### src/rtl/uart_pkg.sv
`default_nettype none
// ============================================================================
//  Module   : uart_pkg
//  Brief    : Shared types and line-level constants for the UART receive path.
//  Revision : 1.0  initial release
// ============================================================================
package uart_pkg;

    typedef enum logic [2:0] {
        IDLE    = 3'd0,
        START   = 3'd1,
        DATA    = 3'd2,
        STOP    = 3'd3,
        WAIT_HI = 3'd4
    } rx_state_t;

    localparam logic UART_IDLE_LVL   = 1'b1;
    localparam logic UART_START_LVL  = 1'b0;
    localparam int   UART_FRAME_BITS = 10;

    // 2-of-3 vote used when the majority sampler is built in
    function automatic logic maj3(input logic a, input logic b, input logic c);
        return (a & b) | (a & c) | (b & c);
    endfunction

endpackage : uart_pkg
`default_nettype wire

### src/rtl/uart_rx_sync.sv
`default_nettype none
// ============================================================================
//  Module   : uart_rx_sync
//  Brief    : Two-flop synchronizer for the asynchronous serial line. Both
//             stages reset to the idle level so no false start is seen.
//  Revision : 1.0  initial release
// ============================================================================
module uart_rx_sync
    import uart_pkg::*;
(
    input  logic sys_clock,
    input  logic reset,
    input  logic rxd,
    output logic rxd_s
);

    logic meta;

    // Resolve metastability over two stages before any decision uses the line
    always_ff @(posedge sys_clock or posedge reset) begin
        if (reset) begin
            meta  <= UART_IDLE_LVL;
            rxd_s <= UART_IDLE_LVL;
        end else begin
            meta  <= rxd;
            rxd_s <= meta;
        end
    end

endmodule : uart_rx_sync
`default_nettype wire

### src/rtl/uart_rx_frame.sv
`default_nettype none
// ============================================================================
//  Module   : uart_rx_frame
//  Brief    : Oversampling UART receiver. Recovers start/8-data/stop frames,
//             holds one byte behind a valid/ready handshake and pulses
//             framing and overrun errors.
//             Build option UART_RX_MAJORITY_EN: each bit decision is a 2-of-3
//             vote around the mid-bit point, taken one cycle later.
//  Revision : 1.0  initial release
// ============================================================================
module uart_rx_frame
    import uart_pkg::*;
#(
    parameter int CLKS_PER_BIT = 16,
    parameter int DATA_BITS    = 8
) (
    input  logic                 sys_clock,
    input  logic                 reset,
    input  logic                 enable,
    input  logic                 rxd,
    output logic [DATA_BITS-1:0] data_out,
    output logic                 data_valid,
    input  logic                 data_ready,
    output logic                 frame_err,
    output logic                 overrun_err,
    output logic                 busy
);

    localparam int CNT_W = (CLKS_PER_BIT > 2) ? $clog2(CLKS_PER_BIT) : 1;
    localparam int IDX_W = (DATA_BITS > 1) ? $clog2(DATA_BITS) : 1;

    localparam logic [CNT_W-1:0] BIT_LAST = CNT_W'(CLKS_PER_BIT - 1);
    localparam logic [IDX_W-1:0] IDX_LAST = IDX_W'(DATA_BITS - 1);

`ifdef UART_RX_MAJORITY_EN
    // Vote needs the cycle after mid-bit; shifting the start decision by one
    // keeps every later decision (at BIT_LAST) aligned one cycle past mid-bit.
    localparam logic [CNT_W-1:0] START_DECIDE = CNT_W'(CLKS_PER_BIT / 2);
`else
    localparam logic [CNT_W-1:0] START_DECIDE = CNT_W'(CLKS_PER_BIT / 2 - 1);
`endif

    rx_state_t            state;
    logic [CNT_W-1:0]     baud_cnt;
    logic [IDX_W-1:0]     bit_idx;
    logic [DATA_BITS-1:0] shreg;
    logic                 rxd_s;
    logic                 sample_bit;

    uart_rx_sync u_sync (
        .sys_clock (sys_clock),
        .reset     (reset),
        .rxd       (rxd),
        .rxd_s     (rxd_s)
    );

`ifdef UART_RX_MAJORITY_EN
    logic hist_1;
    logic hist_2;

    // Two-deep history of the synchronized line for the 3-point vote
    always_ff @(posedge sys_clock or posedge reset) begin
        if (reset) begin
            hist_1 <= UART_IDLE_LVL;
            hist_2 <= UART_IDLE_LVL;
        end else begin
            hist_1 <= rxd_s;
            hist_2 <= hist_1;
        end
    end

    assign sample_bit = maj3(hist_2, hist_1, rxd_s);
`else
    assign sample_bit = rxd_s;
`endif

    assign busy = (state != IDLE);

    // Frame FSM, bit timing, shift register, holding register and error pulses
    always_ff @(posedge sys_clock or posedge reset) begin
        if (reset) begin
            state       <= IDLE;
            baud_cnt    <= '0;
            bit_idx     <= '0;
            shreg       <= '0;
            data_out    <= '0;
            data_valid  <= 1'b0;
            frame_err   <= 1'b0;
            overrun_err <= 1'b0;
        end else begin
            frame_err   <= 1'b0;
            overrun_err <= 1'b0;

            // Consumer handshake works regardless of receiver state or enable;
            // a commit later in this block takes priority over the clear.
            if (data_valid && data_ready) begin
                data_valid <= 1'b0;
            end

            if (!enable) begin
                state    <= IDLE;
                baud_cnt <= '0;
                bit_idx  <= '0;
            end else begin
                case (state)
                    IDLE: begin
                        if (rxd_s == UART_START_LVL) begin
                            state    <= START;
                            baud_cnt <= '0;
                        end
                    end

                    START: begin
                        if (baud_cnt == START_DECIDE) begin
                            baud_cnt <= '0;
                            bit_idx  <= '0;
                            // A start bit that is gone by mid-bit was a glitch
                            state    <= (sample_bit == UART_START_LVL) ? DATA : IDLE;
                        end else begin
                            baud_cnt <= baud_cnt + 1'b1;
                        end
                    end

                    DATA: begin
                        if (baud_cnt == BIT_LAST) begin
                            baud_cnt       <= '0;
                            shreg[bit_idx] <= sample_bit;
                            if (bit_idx == IDX_LAST) begin
                                state <= STOP;
                            end else begin
                                bit_idx <= bit_idx + 1'b1;
                            end
                        end else begin
                            baud_cnt <= baud_cnt + 1'b1;
                        end
                    end

                    STOP: begin
                        if (baud_cnt == BIT_LAST) begin
                            baud_cnt <= '0;
                            bit_idx  <= '0;
                            if (sample_bit == UART_IDLE_LVL) begin
                                state <= IDLE;
                                // Full buffer not drained this cycle: keep the old byte
                                if (data_valid && !data_ready) begin
                                    overrun_err <= 1'b1;
                                end else begin
                                    data_out   <= shreg;
                                    data_valid <= 1'b1;
                                end
                            end else begin
                                frame_err <= 1'b1;
                                state     <= WAIT_HI;
                            end
                        end else begin
                            baud_cnt <= baud_cnt + 1'b1;
                        end
                    end

                    WAIT_HI: begin
                        // Hold off until the break ends so it is not read as a start bit
                        if (rxd_s == UART_IDLE_LVL) begin
                            state <= IDLE;
                        end
                    end

                    default: begin
                        state <= IDLE;
                    end
                endcase
            end
        end
    end

endmodule : uart_rx_frame
`default_nettype wire

### config.mk
export PLATFORM = sky130hd
export DESIGN_NAME = uart_rx_frame
export DESIGN_NICKNAME = d
export VERILOG_FILES = /design/src/rtl/uart_pkg.sv /design/src/rtl/uart_rx_sync.sv /design/src/rtl/uart_rx_frame.sv
export SDC_FILE = /design/constraint.sdc
export NUM_CORES = 1
export LEC_CHECK = 0
export ABC_AREA = 1
export CAP_MARGIN = 25
export CORE_ASPECT_RATIO = 0.6
export CORE_MARGIN = 1
export CORE_UTILIZATION = 30
export CTS_CLUSTER_DIAMETER = 150
export CTS_CLUSTER_SIZE = 40
export DETAILED_ROUTE_END_ITERATION = 7
export HOLD_SLACK_MARGIN = 0.05
export PLACE_DENSITY = 0.51
export SYNTH_ARGS = -nofsm -noshare
export SYNTH_HDL_FRONTEND = slang
export SYNTH_SLANG_ARGS = --single-unit
### constraint.sdc
create_clock -name sys_clock -period 1.9 [get_ports sys_clock]
set_clock_uncertainty 0.1 [all_clocks]
set_input_delay 0.475 -clock sys_clock [delete_from_list [all_inputs] [get_ports sys_clock]]
set_output_delay 0.475 -clock sys_clock [all_outputs]
set_load 0.02 [all_outputs]
Word level (Yosys, flattened, before mapping). Cells that the tools add are included.

Muxes and demuxes: 39. Divide/modulo/power cells: 0. Reduce and logical (&&, ||, !) cells: 12. Add/subtract/negate cells: 2. Order comparisons: 2. Bitwise logic cells: 1. Multipliers: 0. Shift-type cells: 0. Equality and inequality tests: 16.

Operators by type and width (count): $mux W3 (13); $ne A3 B3 Y1 const B (6); $mux W1 (16); $mux W4 (4); $pmux W3 S5 (1); $pmux W4 S3 (1); $reduce_and A5 Y1 (2); $pmux W3 S3 (1); $bwmux W8 (1); $eq A3 B2 Y1 const B (2); $eq A3 B3 Y1 const B (2); $reduce_and A6 Y1 (1); $add A4 B1 Y4 const B (1); $eq A4 B3 Y1 const B (1); $eq A4 B4 Y1 const B (1); $lt A3 B4 Y1 const B (1); $ne A4 B1 Y1 const B (1); $ne A4 B2 Y1 const B (1); $add A3 B1 Y3 const B (1); $demux W1 S3 (1); $eq A3 B1 Y1 const B (1); $ge A3 B1 Y1 const B (1); $logic_and A1 B1 Y1 (3); $logic_not A3 Y1 (1); other kinds (8) (8).

Output and inout bits: 12. Input port bits: 5. Memory bits (read-only): 0. Latch bits: 0. Flip-flop bits (word level): 31. RAM bits: 0. Memories: 0.

Logic depth before layout (Yosys ltp). Gate-level depths: netlist of the first run.

Depth in word-level cells: 7. Mapped depth: 10. Depth with buffers taken out: 10.

Hierarchy. From an unflattened synthesis of the first run, not the netlist that was laid out.

Cell total of the unflattened synthesis: 207. Area, all modules: 1644.1 µm².

Modules (own cells, without submodules): uart_rx_frame (instances 1, area an instance 1587.8 µm², sequential area each 725.7 µm², cells an instance 204); uart_rx_sync (instances 1, area an instance 56.3 µm², sequential area each 52.6 µm², cells an instance 3).

Least setup slack after synthesis of the first run. Ideal clock, no wire load.

Kind: register to register. Start point: register baud_cnt[0]. End point: register data_out[0]. Clock period less this slack: 1.573 ns. Path slack: 0.327 ns. Cell stages (with the launch flop): 10. Data arrival time: 1.399 ns. Path through: dfrtp_1 -> ha_1 -> nand2_1 -> inv_1 -> nand2_1 -> inv_1 -> nand4_4 -> buf_6 -> nand2_2 -> o21ai_2.

Word-level cells in the longest chain between the ends: 2.

RTL lines: start, declared (RTL line uart_rx_frame.sv:44) `logic [CNT_W-1:0] baud_cnt;`; start signal, assigned (RTL line uart_rx_frame.sv:120) `baud_cnt <= baud_cnt + 1'b1;`; start signal, assigned (RTL line uart_rx_frame.sv:134) `baud_cnt <= baud_cnt + 1'b1;`; start signal, assigned (RTL line uart_rx_frame.sv:156) `baud_cnt <= baud_cnt + 1'b1;`; $eq A4 B4 Y1 (RTL line uart_rx_frame.sv:139) `if (baud_cnt == BIT_LAST) begin`; $reduce_and A5 Y1 (no line); end signal, assigned (RTL line uart_rx_frame.sv:148) `data_out <= shreg;`; end, declared (RTL line uart_rx_frame.sv:21) `output logic [DATA_BITS-1:0] data_out,`.

Every way passes these cells. A chain may end at the register's enable or synchronous reset.

Worst setup path in the final report of the first run.
Start point: register data_out[0]. End point: output data_out[0].

No word-level cell between the ends.

==> results.sh, run 1 <==
export IMPL_fill_cells=520
export IMPL_path_cells="clkdlybuf4s50_1"
export IMPL_syn_nets=199
export IMPL_cpPeakStageDelay_ns=0.60
export IMPL_synth_mux_area_share_pct=0
export IMPL_cp_required_ns=1.32
export IMPL_dieArea_mm2=0.00557
export IMPL_die_w_um=95.7
export IMPL_yosys_area_top_type="dfrtp_1"
export IMPL_synth_area_per_cell_um2=8.27
export IMPL_async_flop_share_pct=100
export IMPL_place_area_mm2=0.00194
export IMPL_die_h_um=58.2
export IMPL_grt_total_usage_pct=13.0
export IMPL_total_power_mw=1.93
export IMPL_netlist_top_cells_count="nand2_1, dfrtp_1, inv_1"
export IMPL_grt_pass1_wl_um=5350
export IMPL_tightest_slew_ns=0.313
export IMPL_clockBufferDepth=2
export IMPL_cts_buffers=5
export IMPL_synth_seq_area_share_pct=49.3
export IMPL_status="finished, final reports clean"
export IMPL_synthAdderAreaFrac_pct=2.38
export IMPL_cts_root_buffer="clkbuf_8"
export IMPL_core_region_area_mm2=0.00505
export IMPL_slew_headroom_pct=79.0
export IMPL_clk_latency_ns=0.28
export IMPL_fmax_mhz=550
export IMPL_grt_max_degree=32
export IMPL_pin_count=17
export IMPL_worst_path_stages=1
export IMPL_cp_slowest_cell="clkdlybuf4s50_1"
export IMPL_ys_top_cells_by_area="dfrtp_1, nand2_1, inv_1"
export IMPL_nets=235
export IMPL_grtUsageMet3_pct=5.12
export IMPL_yosysMostFrequentCell="nand2_1"
export IMPL_area_growth_pct=30.7
export IMPL_dp_hpwl_um=2200
export IMPL_port_buffers=16
export IMPL_drive_above_1_share_pct=21.1
export IMPL_worst_setup_path_type="flip-flop to output port"
export IMPL_synth_top_area_share_pct=46.0
export IMPL_wl_per_cell_um=10.2
export IMPL_min_period_ns=1.82
export IMPL_cts_hold_buf=0
export IMPL_antenna_found_initial=0
export IMPL_p_per_area_mw_per_mm2=937
export IMPL_dr_pass1_iters=4
export IMPL_fp_row_count=20
export IMPL_vdd_drop_max_v=0.000493
export IMPL_crit_path_start_kind="flip-flop"
export IMPL_multi_input_area_um2=682
export IMPL_synth_area_mm2=0.00158
export IMPL_initial_utilization_pct=31.2
export IMPL_ff2ff_path_depth=10
export IMPL_yosysWarnings=0
export IMPL_h_tree_depth=2
export IMPL_path_clk_slew_ns=0.06
export IMPL_synthCells=191
export IMPL_hold_slack_ns=0.257
export IMPL_postCtsSetupRepairBufs=0
export IMPL_drv_slew=0
export IMPL_grt_pass1_vias=1104
export IMPL_regArea_um2=778
export IMPL_routed_wl_um=2990
export IMPL_final_hold_viol_count=0
export IMPL_cellLeakagePower_nw=1.02
export IMPL_synth_top_family_by_area="simple AND/OR/NAND/NOR gates"
export IMPL_holdPathStages=0
export IMPL_remaining_drc_errors=0
export IMPL_synthSimpleGateAreaFrac_pct=32.0
export IMPL_gr_total_overflow=0
export IMPL_postLayoutCellArea_mm2=0.00206
export IMPL_synth_edf_count=0
export IMPL_synth_xor_area_share_pct=0
export IMPL_path_buf_inv=1
export IMPL_use_met2_pct=15.2
export IMPL_path_delay_family="buffers and inverters"
export IMPL_crit_fanout=2
export IMPL_cts_sinks=31
export IMPL_ys_ff_latch=31
export IMPL_hold_path_class="flip-flop to flip-flop"
export IMPL_yosysUniqueCellTypes=27
export IMPL_busiest_layer="met1"
export IMPL_antenna_cells=0
export IMPL_synthFlopType="dfrtp_1"
export IMPL_timing_final_crit_share_pct=95.6
export IMPL_gp_congestion=0.836
export IMPL_synth_compound_area_share_pct=8.64
export IMPL_ant_nets=0
export IMPL_use_met1_pct=20.8
export IMPL_finalSetupViolCount=0
export IMPL_cts_tree="done"
export IMPL_vias_per_cell=4.23
export IMPL_drt_iter0_markers=56
export IMPL_cap_violations=0
export IMPL_dr_total_vias=1243
export IMPL_worst_ep_arrival_time_ns=1.24
export IMPL_cp_end_kind="output port"
export IMPL_grt_setup_unrepaired="false"
==> state kept, by name (all words and copies together), names as in the netlist <==
signal        cells
baud_cnt          4
bit_idx           3
data_out          8
data_valid        1
frame_err         1
overrun_err       1
shreg             8
state             3
u_sync.meta       1
u_sync.rxd_s      1
==> routing by layer <==
metal / wire, um / part of all wire (%) / up-vias
li1: - / - / 680
met1: 1830 / 61 / 536
met2: 1000 / 34 / 23
met3: 138 / 4.6 / 4
met4: 21 / 0.70 / 0
met5: 0 / 0 / -
==> kinds of logic (layout without fill, tap and decap cells) <==
group,Yosys count,after routing
adders and majority gates,3,3
DFF,31,31
and+or+nand+nor,107,107
buffers and inverters,30,67
AOI/OAI and AO/OA,20,20
==> cell usage in the layout (no fill, tap or decap), types with 4 or more instances in the layout <==
master           count
nand2_1             59
clkbuf_8             6
nor2_1              15
inv_1               24
nand2_2              5
o21ai_0              4
clkdlybuf4s50_1     15
o21ai_2              8
dfrtp_1             29
buf_4               13
nand3_1             14
==> stage by stage <==
stage          util [%]  worst slack (ns)  cells  setup TNS, ns
6_report           40.8            0.0829    294              0
5_1_grt            40.8            0.0205    294              0
4_1_cts            40.8            0.0680    294              0
3_5_place_dp       38.5           -0.0405    286         -0.555
3_3_place_gp       38.5           -0.0467    286         -0.449
2_1_floorplan         -             0.327    191              0
==> worst paths after layout <==
check / start / to / slack [ns]
setup / recovery: data_out[0]$_DFFE_PP0P_ / data_out[0] / 0.08
hold / removal: u_sync.meta$_DFF_PP1_ / u_sync.rxd_s$_DFF_PP1_ / 0.26
setup reg to reg: baud_cnt[0]$_DFFE_PP0P_ / bit_idx[2]$_DFFE_PP0P_ / 0.24
hold reg to reg: u_sync.meta$_DFF_PP1_ / u_sync.rxd_s$_DFF_PP1_ / 0.26
max in group asynchronous: reset / u_sync.rxd_s$_DFF_PP1_ / 1.02
min in group asynchronous: reset / data_out[2]$_DFFE_PP0P_ / 0.43
==> power breakdown <==
part	internal (mW)	switching [mW]	total, mW	leakage (nW)
clock network	0.424	0.246	0.670	0.0612
registers	0.703	0.0257	0.729	0.424
logic	0.199	0.337	0.536	0.534
==> timing repair <==
action,CTS,global route
endpoints found under the setup margin,1,3
resized for setup,1,1
cloned,0,0
hold endpoints to repair,0,0
==> final cells by class <==
| cell class | instances | area share, % |
|---|---|---|
| clock buffers | 6 | 4.00 |
| well taps | 66 | 4.00 |
| clock inverters | 2 | 1.70 |
| multi-input cells | 130 | 33.1 |
| inverters | 28 | 5.15 |
| flip-flops and latches | 31 | 37.7 |
| repair buffers | 31 | 14.4 |
(Power assumes the default switching activity.)
==> run 2: changes to the inputs <==
--- a/config.mk
+++ b/config.mk
@@ -6,6 +6,7 @@
 export NUM_CORES = 1
 export LEC_CHECK = 0
 export ABC_AREA = 1
+export ABC_CLOCK_PERIOD_IN_PS = 1900
 export CAP_MARGIN = 25
 export CORE_ASPECT_RATIO = 0.6
 export CORE_MARGIN = 1
==> results of run 2 <==
The final DEF is identical to that of run 1; final timing and power are the same.
==> RTL edit 1 (settings of run 1) <==
Put one more register stage on the output `overrun_err`, cleared by the reset. The value now appears one clock later. The other outputs are not delayed to match.
--- a/src/rtl/uart_rx_frame.sv
+++ b/src/rtl/uart_rx_frame.sv
@@ -31,6 +31,8 @@
 
     localparam logic [CNT_W-1:0] BIT_LAST = CNT_W'(CLKS_PER_BIT - 1);
     localparam logic [IDX_W-1:0] IDX_LAST = IDX_W'(DATA_BITS - 1);
+
+    logic overrun_err_s0;
 
 `ifdef UART_RX_MAJORITY_EN
     // Vote needs the cycle after mid-bit; shifting the start decision by one
@@ -86,10 +88,10 @@
             data_out    <= '0;
             data_valid  <= 1'b0;
             frame_err   <= 1'b0;
-            overrun_err <= 1'b0;
+            overrun_err_s0 <= 1'b0;
         end else begin
             frame_err   <= 1'b0;
-            overrun_err <= 1'b0;
+            overrun_err_s0 <= 1'b0;
 
             // Consumer handshake works regardless of receiver state or enable;
             // a commit later in this block takes priority over the clear.
@@ -143,7 +145,7 @@
                                 state <= IDLE;
                                 // Full buffer not drained this cycle: keep the old byte
                                 if (data_valid && !data_ready) begin
-                                    overrun_err <= 1'b1;
+                                    overrun_err_s0 <= 1'b1;
                                 end else begin
                                     data_out   <= shreg;
                                     data_valid <= 1'b1;
@@ -172,6 +174,14 @@
         end
     end
 
+    always_ff @(posedge sys_clock or posedge reset) begin
+        if (reset) begin
+            overrun_err <= '0;
+        end else begin
+            overrun_err <= overrun_err_s0;
+        end
+    end
+
 endmodule : uart_rx_frame
 `default_nettype wire
 
Formal check against the unedited RTL: same outputs for any inputs over 10 cycles, from zero or initial values and one cycle with reset high; that may be too few to reach the edited logic, so the function may still have changed.
==> RTL edit 1 against run 1 <==
- hold slack worse by 0.0064 ns
- non-clock buffer count unchanged
- total power is 0.54% higher
- sequential cell count rose by 1
- routed wire length increased by 19%
- synthesized area rose by 1.9%
- die area rose by 1.9%
- synthesized cell count up 4.7%
- worst setup slack got worse by 0.0025 ns
- cell area is essentially flat
- via count is 9.7% higher
- combinational power rose by 4.3%
- highest routed layer unchanged
==> RTL edit 1: results (changes against run 1) <==
Pwr
  – Pwr dens: 942 nW/um2 (+0.48%)
  – Leakage power total: 1.09 nW (+6.8%)
  – Worst vdd ir: 0.000282 V (-43%)
  – Proportion of total power due to net switching: 32.7% (+1.2 points)

Placed design
  – Number of placed cells counting well taps: 293 (+2.4%)
  – Post-Place Cell Area: 1960 um2 (+0.58%)
  – Global placer's final weighted congestion: 0.890 (+6.5%)
  – Worst Setup Slack post-DPL: -0.0185 ns (+0.0220 ns)
  – DPL Wire Length: 2680 um (+22%)

GRT
  – Global-route usage over all layers: 14.9% (+1.9 points)
  – Met3 capacity usage during global routing: 5.04% (-0.079 points)
  – Met1 Resource Use GR: 24.8% (+4.1 points)
  – Met2 track demand over resource in global routing: 16.8% (+1.6 points)
  – Pin count of the biggest net entering global routing: 33 (+3.1%)
  – Vias in the first global route: 1220 (+11%)
  – Wire length of the first global-routing pass: 6160 um (+15%)

Finish
  – Count of fill cells added during filler insertion: 531 (+2.1%)
  – Sequential share of cell area: 38.9% (+1.2 points)
  – Final nets: 242 (+3.0%)
  – Fraction of area in multi-input gates: 34.5% (+1.4 points)
  – Final-layout clock-cell area share: 5.21% (-0.49 points)
  – Proportion of layout cells with a drive suffix above 1: 17.9% (-3.2 points)
  – Non-Filler Instances: 301 (+2.4%)
  – Count of inverters other than clock inverters in the layout: 20 (-29%)
  – Total number of multi-input combinational cells: 144 (+11%)

Logic synthesis
  – Most area-consuming cells after synthesis: dfrtp_1 47%, nand2_1 15%, nand3_1 9.3%
  – Top cell types by occurrence after synthesis: 63 x nand2_1, 30 x dfrtp_1, 30 x nand3_1, 16 x inv_1, 15 x nor2_1
  – Share of the yosys chip area belonging to registers: 49.9% (+0.64 points)
  – Post-synthesis cell count: 200 (+4.7%)
  – Net count after synthesis: 208 (+4.5%)

Worst setup path
  – Biggest cell delay along the critical path: 0.39 ns (-0.21 ns)
  – Slowest stage cell, crit path: dfrtp_1
  – Kind of cell adding the most delay to the critical path: flip-flops

STA
  – Worst rel slew slack: 81.9% (+2.8 points)

Route
  – Initial DRC count: 117 (+110%)
  – Routed via count divided by cell count: 4.53 (+7.1%)
  – Total Routed Length: 3540 um (+19%)

Status
  – Run status: finished, final reports clean
[RTL edit 1: cell count changes after synthesis, sizes merged, moves of 2 or more]
cell,delta
nand3,+15
o21ai,-8
inv,-7
nand2,+4
nand4,+3
a21oi,-2
buf,+2
nor2,+2
[RTL edit 1: power groups by stage]
stage          combinational (W)  clock [W]  sequential, W
2_1_floorplan           0.000352          0       0.000766
3_3_place_gp            0.000565          0       0.000765
3_5_place_dp            0.000561          0       0.000766
4_1_cts                 0.000553   0.000655       0.000753
5_1_grt                 0.000629   0.000696       0.000762
6_report                0.000559   0.000627       0.000758
[RTL edit 1: metal layers]
metal  up-vias  wire length, um  part of all wire [%]
met5         -                0                     0
met4         0               20                  0.56
met3         2              149                   4.2
met2        31             1240                    35
met1       615             2130                    60
li1        715                -                     -
[RTL edit 1: worst paths after layout]
check	slack (ns)	end	from	cells past startpoint
setup / recovery	0.08	busy	state[0]$_DFFE_PP0P_	3
setup reg to reg	0.23	data_out[5]$_DFFE_PP0P_	baud_cnt[1]$_DFFE_PP0P_	8
min in group asynchronous	0.44	state[2]$_DFFE_PP0P_	reset	3
hold / removal	0.25	overrun_err$_DFF_PP0_	overrun_err_s0$_DFF_PP0_	0
hold reg to reg	0.25	overrun_err$_DFF_PP0_	overrun_err_s0$_DFF_PP0_	0
max in group asynchronous	1.00	u_sync.rxd_s$_DFF_PP1_	reset	3
[RTL edit 1: kinds of logic (layout without fill, tap and decap cells)]
logic type	after synthesis	after routing	synth area share [%]
xor gates and xnor gates	1	1	0.544
adders and majority gates	3	3	2.33
AOI/OAI and AO/OA	9	9	2.88
and+or+nand+nor	131	131	38.3
DFF	32	32	49.9
buffers and inverters	24	59	5.99
[RTL edit 1: what timing repair did]
action	in CTS	in global routing
setup endpoints to repair	1	1
gates resized for setup	1	1
hold buffers	0	0
==> RTL edit 2 (flow settings as in run 1) <==
Without the edit above. The option `UART_RX_MAJORITY_EN` is turned on by a define.
--- a/src/rtl/uart_rx_frame.sv
+++ b/src/rtl/uart_rx_frame.sv
@@ -8,6 +8,8 @@
 //             vote around the mid-bit point, taken one cycle later.
 //  Revision : 1.0  initial release
 // ============================================================================
+`define UART_RX_MAJORITY_EN
+
 module uart_rx_frame
     import uart_pkg::*;
 #(
Behaviour: same outputs for any inputs over 10 cycles, from zero or initial values and one cycle with reset high; that may be too few to reach the edited logic, so the function may still have changed.
==> RTL edit 2 against run 1 <==
- total power down 4.6%
- routed wire length up 19%
- cell area rose by 0.55%
- die area rose by 4.3%
- sequential cell count grew 2
- critical path depth unchanged
- worst setup slack got worse by 0.0084 ns
- synthesized area grew 4.4%
- synthesized cell count increased by 4.2%
- critical path type unchanged
- largest cell class unchanged
- highest routed layer unchanged
==> RTL edit 2: results (changes against run 1) <==
Logic synthesis
  – Number of distinct standard cells referenced by the synthesized netlist: 24 (-11%)
  – Net count after synthesis: 208 (+4.5%)
  – Share of the yosys chip area belonging to registers: 50.4% (+1.1 points)
  – Most area-consuming cells after synthesis: dfrtp_1 44%, nand2_1 14%, nand3_1 6.7%
  – Top cell types by occurrence after synthesis: 60 x nand2_1, 29 x dfrtp_1, 27 x inv_1, 22 x nand3_1, 11 x o21ai_0

STA
  – Worst rel slew slack: 70.5% (-8.5 points)

GRT
  – Met1 Resource Use GR: 22.5% (+1.7 points)
  – Pin count of the biggest net entering global routing: 34 (+6.3%)
  – Vias in the first global route: 1229 (+11%)
  – Met3 capacity usage during global routing: 4.36% (-0.75 points)
  – Met2 track demand over resource in global routing: 17.5% (+2.3 points)
  – Total gr overflow: 0 (unchanged)
  – Wire length of the first global-routing pass: 6210 um (+16%)
  – Global-route usage over all layers: 14.4% (+1.4 points)

Finish
  – Count of fill cells added during filler insertion: 536 (+3.1%)
  – Proportion of layout cells with a drive suffix above 1: 17.9% (-3.1 points)
  – Final nets: 242 (+3.0%)

Route
  – Total Routed Length: 3550 um (+19%)
  – Met3 wire len: 150 um (+8.7%)
  – Met2 wirelength from detailed routing: 1190 um (+18%)
  – Metal-1 WL: 2170 um (+19%)
  – Drt first pass iters: 4 (unchanged)
  – Routed via count divided by cell count: 4.46 (+5.4%)
  – Initial DRC count: 115 (+110%)

Placed design
  – DPL Wire Length: 2680 um (+22%)
  – Global placer's final weighted congestion: 0.789 (-5.6%)
  – Worst Setup Slack post-DPL: -0.0745 ns (-0.0340 ns)

Pwr
  – Worst vdd ir: 0.000314 V (-36%)
  – Proportion of total power due to net switching: 35.7% (+4.3 points)

CTS
  – TritonCTS clock tree: done
  – Post-CTS Resized: 2 (+1)
  – Post-CTS Setup Repair Bufs: 0 (unchanged)

Status
  – Run status: finished, final reports clean
## RTL edit 2: metrics by stage
step	utilization (%)	cell area [um2]	hold WS, ns	setup TNS [ns]	instances
final	40.0	2070	0.256	0	300
after global routing	40.0	2070	0.264	0	300
after CTS	40.0	2070	0.258	0	300
after detailed placement	38.4	1990	0.248	-0.716	292
after global placement	38.4	1990	0.246	-0.376	292
after floorplan	-	1650	0.245	0	199
## RTL edit 2: power groups by stage
stage               sequential, W  combinational [W]  clock (W)
floorplan                0.000808           0.000345          0
global placement         0.000783           0.000556          0
detailed placement       0.000785           0.000558          0
CTS                      0.000772           0.000550   0.000543
global route             0.000778           0.000617   0.000577
finish                   0.000771           0.000548   0.000525
## RTL edit 2: final timing paths
kind	start	endpoint	slack, ns	depth (start not counted)
max reg2reg	baud_cnt[0]$_DFFE_PP0P_	data_out[4]$_DFFE_PP0P_	0.21	8
min in group asynchronous	reset	shreg[0]$_DFFE_PP0P_	0.43	3
min	u_sync.meta$_DFF_PP1_	u_sync.rxd_s$_DFF_PP1_	0.26	0
min reg2reg	u_sync.meta$_DFF_PP1_	u_sync.rxd_s$_DFF_PP1_	0.26	0
max in group asynchronous	reset	hist_1$_DFF_PP1_	1.02	3
max	data_out[4]$_DFFE_PP0P_	data_out[4]	0.07	1
## RTL edit 2: layout make-up
cell class	count	area share, %
clock inverters	3	0.844
multi-input cells	135	33.7
inverters	29	5.25
well taps	66	3.98
repair buffers	29	12.9
clock buffers	5	3.32
flip-flops and latches	33	40.0
## RTL edit 2: kinds of logic after synthesis
family / after synthesis / share of synthesized area (%)
adder cells (fa/ha/maj): 4 / 3.04
AO/OA/AOI/OAI: 20 / 6.75
XOR/XNOR: 1 / 0.531
AND/OR/NAND/NOR: 110 / 32.0
flip-flops: 33 / 50.4
buffers and inverters: 31 / 7.28
